File: src/rtl/multicycle_control_fsm.sv
// ---------------------------------------------------------------------------
// multicycle_control_fsm
//   Moore control sequencer for a multicycle MIPS datapath with a shared
//   instruction/data memory. The ALU is reused for PC+4 and the branch target.
//   Memory states wait on MemReady.
//
// Ports
//   CLK          : clock, rising edge
//   reset        : asynchronous, active-low; returns to FETCH, clears IllegalInstr
//   Op, Funct    : opcode / funct fields of the instruction register
//   Zero         : ALU zero flag (qualifies the branch PC load)
//   MemReady     : memory completed the current request this cycle
//   MemReq       : memory request; MemWrite marks it as a write
//   IorD         : memory address select (0 = PC, 1 = ALUOut)
//   IRWrite      : instruction register load
//   PCEn         : PC load enable = PCWrite | (Branch & Zero)
//   PCSrc        : PC source (00 ALUResult, 01 ALUOut, 10 jump target)
//   ALUSrcA      : ALU A source (0 = PC, 1 = RD1)
//   ALUSrcB      : ALU B source (00 RD2, 01 4, 10 SignImm, 11 SignImm<<2)
//   ALUControl   : ALU operation
//   RegDst       : register write address (0 = rt, 1 = rd)
//   MemtoReg     : register write data (0 = ALUOut, 1 = data register)
//   RegWrite     : register file write enable
//   IllegalInstr : sticky flag for an undecodable opcode or funct
// ---------------------------------------------------------------------------
module multicycle_control_fsm (
  input  logic       CLK,
  input  logic       reset,
  input  logic [5:0] Op,
  input  logic [5:0] Funct,
  input  logic       Zero,
  input  logic       MemReady,
  output logic       MemReq,
  output logic       MemWrite,
  output logic       IorD,
  output logic       IRWrite,
  output logic       PCEn,
  output logic [1:0] PCSrc,
  output logic       ALUSrcA,
  output logic [1:0] ALUSrcB,
  output logic [2:0] ALUControl,
  output logic       RegDst,
  output logic       MemtoReg,
  output logic       RegWrite,
  output logic       IllegalInstr
);

  typedef enum logic [3:0] {
    FETCH, DECODE, MEMADR, MEMRD, MEMWB, MEMWR,
    EXECUTE, ALUWB, BRANCH, ADDIEXEC, ADDIWB, JUMP
  } state_t;

  localparam logic [5:0] OP_RTYPE = 6'b000000;
  localparam logic [5:0] OP_LW    = 6'b100011;
  localparam logic [5:0] OP_SW    = 6'b101011;
  localparam logic [5:0] OP_BEQ   = 6'b000100;
  localparam logic [5:0] OP_ADDI  = 6'b001000;
  localparam logic [5:0] OP_J     = 6'b000010;

  localparam logic [2:0] ALU_ADD = 3'b010;
  localparam logic [2:0] ALU_SUB = 3'b110;
  localparam logic [2:0] ALU_AND = 3'b000;
  localparam logic [2:0] ALU_OR  = 3'b001;
  localparam logic [2:0] ALU_SLT = 3'b111;

  // Returns {funct_known, alu_op}; unknown functs fall back to add.
  function automatic logic [3:0] funct_decode(input logic [5:0] f);
    case (f)
      6'b100000: funct_decode = {1'b1, ALU_ADD};
      6'b100010: funct_decode = {1'b1, ALU_SUB};
      6'b100100: funct_decode = {1'b1, ALU_AND};
      6'b100101: funct_decode = {1'b1, ALU_OR};
      6'b101010: funct_decode = {1'b1, ALU_SLT};
      default:   funct_decode = {1'b0, ALU_ADD};
    endcase
  endfunction

  state_t     state;
  logic       funct_bad;   // remembers an unknown funct so ALUWB skips the write
  logic [3:0] fdec;
  logic       pc_write;
  logic       branch;

  assign fdec = funct_decode(Funct);

  always_ff @(posedge CLK or negedge reset) begin
    if (!reset) begin
      state        <= FETCH;
      IllegalInstr <= 1'b0;
      funct_bad    <= 1'b0;
    end else begin
      case (state)
        FETCH:    if (MemReady) state <= DECODE;
        DECODE: begin
          case (Op)
            OP_LW, OP_SW: state <= MEMADR;
            OP_RTYPE:     state <= EXECUTE;
            OP_BEQ:       state <= BRANCH;
            OP_ADDI:      state <= ADDIEXEC;
            OP_J:         state <= JUMP;
            default: begin
              state        <= FETCH;
              IllegalInstr <= 1'b1;
            end
          endcase
        end
        MEMADR:   state <= (Op == OP_SW) ? MEMWR : MEMRD;
        MEMRD:    if (MemReady) state <= MEMWB;
        MEMWR:    if (MemReady) state <= FETCH;
        EXECUTE: begin
          state     <= ALUWB;
          funct_bad <= ~fdec[3];
          if (!fdec[3]) IllegalInstr <= 1'b1;
        end
        ADDIEXEC: state <= ADDIWB;
        default:  state <= FETCH;
      endcase
    end
  end

  // Outputs are a pure decode of the current state; only IRWrite, PCEn and
  // ALUControl look at live inputs.
  always_comb begin
    MemReq     = 1'b0;
    MemWrite   = 1'b0;
    IorD       = 1'b0;
    IRWrite    = 1'b0;
    PCSrc      = 2'b00;
    ALUSrcA    = 1'b0;
    ALUSrcB    = 2'b00;
    ALUControl = 3'b000;
    RegDst     = 1'b0;
    MemtoReg   = 1'b0;
    RegWrite   = 1'b0;
    pc_write   = 1'b0;
    branch     = 1'b0;
    case (state)
      FETCH: begin
        MemReq     = 1'b1;
        ALUSrcB    = 2'b01;
        ALUControl = ALU_ADD;
        IRWrite    = MemReady;
        pc_write   = MemReady;
      end
      DECODE: begin
        ALUSrcB    = 2'b11;
        ALUControl = ALU_ADD;
      end
      MEMADR, ADDIEXEC: begin
        ALUSrcA    = 1'b1;
        ALUSrcB    = 2'b10;
        ALUControl = ALU_ADD;
      end
      MEMRD: begin
        MemReq = 1'b1;
        IorD   = 1'b1;
      end
      MEMWR: begin
        MemReq   = 1'b1;
        MemWrite = 1'b1;
        IorD     = 1'b1;
      end
      MEMWB: begin
        RegWrite = 1'b1;
        MemtoReg = 1'b1;
      end
      EXECUTE: begin
        ALUSrcA    = 1'b1;
        ALUControl = fdec[2:0];
      end
      ALUWB: begin
        RegDst   = 1'b1;
        RegWrite = ~funct_bad;
      end
      ADDIWB:   RegWrite = 1'b1;
      BRANCH: begin
        ALUSrcA    = 1'b1;
        ALUControl = ALU_SUB;
        PCSrc      = 2'b01;
        branch     = 1'b1;
      end
      JUMP: begin
        PCSrc    = 2'b10;
        pc_write = 1'b1;
      end
      default: ;
    endcase
  end

  assign PCEn = pc_write | (branch & Zero);

endmodule

File: config.mk
export PLATFORM = sky130hd
export DESIGN_NAME = multicycle_control_fsm
export DESIGN_NICKNAME = d
export VERILOG_FILES = /design/src/rtl/multicycle_control_fsm.sv
export SDC_FILE = /design/constraint.sdc
export NUM_CORES = 1
export LEC_CHECK = 0
export ABC_AREA = 0
export CAP_MARGIN = 10
export CORE_MARGIN = 2
export CORE_UTILIZATION = 43
export CTS_BUF_LIST = sky130_fd_sc_hd__clkbuf_8
export DETAILED_ROUTE_END_ITERATION = 16
export PLACE_DENSITY = 0.86
export SLEW_MARGIN = 20
export SYNTH_ARGS = -nofsm -noshare
export SYNTH_HDL_FRONTEND = slang
export SYNTH_SLANG_ARGS = --single-unit
File: constraint.sdc
create_clock -name CLK -period 3.3 [get_ports CLK]
set_input_delay 0.495 -clock CLK [delete_from_list [all_inputs] [get_ports CLK]]
set_output_delay 0.495 -clock CLK [all_outputs]
set_load 0.005 [all_outputs]
==> metrics.md <==
| Metric | Value |
|---|---|
| Final core utilization | `0.740` |
| DRT Pass-1 Iters | `4` |
| Setup TNS | `0 ps` |
| Simple-gate area share of the yosys netlist | `0.378` |
| Grt ovf | `0` |
| CTS Buf Count | `3` |
| Placed cell count | `130` |
| Slew at the pin with the worst max-slew slack | `466 ps` |
| XOR/XNOR share of the synthesized area | `0.0411` |
| Post-synth cell types | `38` |
| Postcts setup bufs | `0` |
| Initial antenna violation count | `0` |
| Clk buf depth | `2` |
| Initial core utilization | `0.474` |
| Root Buffer | `clkbuf_8` |
| Power per standard cell area | `662 mW/mm^2` |
| Post-synthesis adder-cell area fraction | `0` |
| Cts hold-fix bufs | `0` |
| RSZ-0062 raised after global routing | `no` |
| Peak VDD IR | `0.473 mV` |
| Commonest non-fill, non-tap cell in the layout | `clkdlybuf4s50_1` |
| H-tree depth | `1` |
| Post-DP HPWL | `1.27 mm` |
| RD Place Congestion | `0.855` |
| Total GRT Usage | `0.207` |
| Mux contribution to synthesized area | `0.0333` |
| Port Buffers | `32` |
| Wirelength per Cell | `13.1 um` |
| Worst Skew | `1.20 ps` |
| Cts repair resizes | `0` |
| Vias in the first global route | `683` |
| Total Die Area | `0.00181 mm^2` |
| DRT iter0 DRCs | `25` |
| Tcrit/Tclk final | `0.803` |
| Final-stage net count | `136` |
| Cells after Synth | `88` |
| Storage cell area | `150 um^2` |
| Crit path from | `state[2]` |
| Crit Path Max Fanout | `15` |
| Drt total wl | `1.74 mm` |
| Path depth of the worst reg2reg path | `4` |
| Crit path time final | `2650 ps` |
| Setup Slack @ Placement | `697 ps` |
| Required time worst endpoint | `2800 ps` |
| Core area | `0.00135 mm^2` |
| Hold Path Class | `reg2reg` |
| Reg2reg setup slack | `1630 ps` |
| Reg2reg end | `IllegalInstr` |
| Asr flop ratio synth | `1.00` |
| CP Launch Type | `flop` |
| DIE WIDTH | `42.6 um` |
| Largest net degree at the start of global routing | `18` |
| Complex-gate fraction of the synthesized area | `0.268` |
| Sink Count | `6` |
| Setup crit end | `ALUControl[2]` |
| Via/cell ratio | `5.86` |
| Final Non-Filler Cells | `133` |
| CP arrival | `2160 ps` |
| Yosys reg bits | `6` |
| Sequential share of the synthesized area | `0.235` |
| # IOs | `33` |
| Post-synth EDFFs | `0` |
| Placed Area | `957 um^2` |
| Fill cells | `109` |
| Post-route setup slack | `649 ps` |
| R2R Path Start | `state[1]` |
| Hold slack | `485 ps` |
| Tot Pwr | `0.661 mW` |
| Crit Path Category | `reg2out` |
| Area Overhead vs Synth | `56.2%` |
| Final setup viols | `0` |
| Drc violations | `0` |
| Die Y | `42.6 um` |
| Slew headroom | `0.689` |
| Routed Antenna Nets | `0` |
| Endpoint type of the worst setup path | `output pin` |
| First-pass GRT wire length | `2.97 mm` |
| Vias post-DR | `779` |
| Maximum clock rate | `0.377 GHz` |
| Leakage | `0.361 nW` |
| Clock latency on the worst-skew pair | `220 ps` |
| Max cap viols | `0` |
| Multi-input gate area | `460 um^2` |
| Avg Cell Area, Syn | `7.27 um^2` |
| Max-slew violation count | `0` |
| N_diodes | `0` |
| Worst-path clk slew | `40 ps` |
| CTS tree | `done` |
| Status | `finished, final reports clean` |
| Top FF cell, synth | `dfrtp_1` |
| Std-Cell Rows | `13` |
| Post-synthesis instance area | `639 um^2` |
| Final hold vios | `0` |
| Post-route cell area | `998 um^2` |
| Yosys warnings | `0` |
| Post-Syn Nets | `104` |
| Layout cells sized above 1 | `0.0593` |
| Commonest non-fill, non-tap cells in the layout | `clkdlybuf4s50_1, nor2_1, nand2b_1, nor3_1, dfrtp_1` |
| Main combinational cell family by area after synthesis | `simple AND/OR/NAND/NOR gates` |
-- report_power, final --
| group | total, mW | switching, mW | leakage [nW] | internal [mW] |
|---|---|---|---|---|
| sequential | 0.167 | 0.0725 | 0.0718 | 0.0946 |
| clock | 0.108 | 0.0297 | 0.0216 | 0.0782 |
| combinational | 0.386 | 0.154 | 0.268 | 0.232 |
| total | 0.661 | 0.256 | 0.361 | 0.405 |
-- kinds of logic (layout without fill, tap and decap cells) --
family                 Yosys count  after routing
buffers and inverters            7             37
flip-flops                       6              6
AND/OR/NAND/NOR                 46             46
AO/OA/AOI/OAI                   24             24
XOR/XNOR                         3              3
multiplexers                     2              2
-- critical path: stages, from the launching register on --
cell and delay, ps:
dfrtp_1 600, nand2b_1 260, or3_1 420, o21bai_1 140, clkdlybuf4s50_1 510
-- state kept, by name (all words and copies together), names as in the netlist --
| signal | count |
|---|---|
| state | 4 |
| IllegalInstr | 1 |
| funct_bad | 1 |
-- synthesized netlist by cell type (2+ instances only) --
library cell | n | share of area
nor2_1 | 13 | 0.076
a21oi_1 | 5 | 0.039
or3_1 | 4 | 0.039
nand2_1 | 4 | 0.023
o21ai_0 | 4 | 0.031
clkbuf_1 | 3 | 0.018
a211oi_1 | 2 | 0.023
nand2b_1 | 7 | 0.068
nor3_1 | 7 | 0.055
buf_2 | 2 | 0.016
xnor2_1 | 2 | 0.027
nand3_1 | 2 | 0.016
dfrtp_1 | 6 | 0.23
a211o_1 | 2 | 0.027
inv_1 | 2 | 0.012
-- metal layers --
layer / vias to the layer above / GRT usage / part of all wire
met1: 350 / 0.262 / 0.43
met3: 0 / 0.0431 / 0.098
met5: - / 0 / 0
li1: 387 / - / -
met2: 42 / 0.348 / 0.47
met4: 0 / 0.0688 / 0
-- worst min path at each step --
| stage | startpoint | end | slack (ps) | cells after the start |
|---|---|---|---|---|
| floorplan | reset | IllegalInstr | 200 | 0 |
| global placement | IllegalInstr | IllegalInstr | 460 | 1 |
| detailed placement | IllegalInstr | IllegalInstr | 470 | 1 |
| CTS | IllegalInstr | IllegalInstr | 480 | 1 |
| global route | funct_bad | funct_bad | 500 | 1 |
| finish | IllegalInstr | IllegalInstr | 480 | 1 |
-- final cells by class --
| cell class | instances | area share |
|---|---|---|
| clock buffer | 3 | 0.0414 |
| inverter | 2 | 0.00752 |
| multi-input combinational | 75 | 0.461 |
| sequential | 6 | 0.150 |
| timing repair buffer | 32 | 0.321 |
| tap | 15 | 0.0188 |
(Power assumes the default switching activity.)
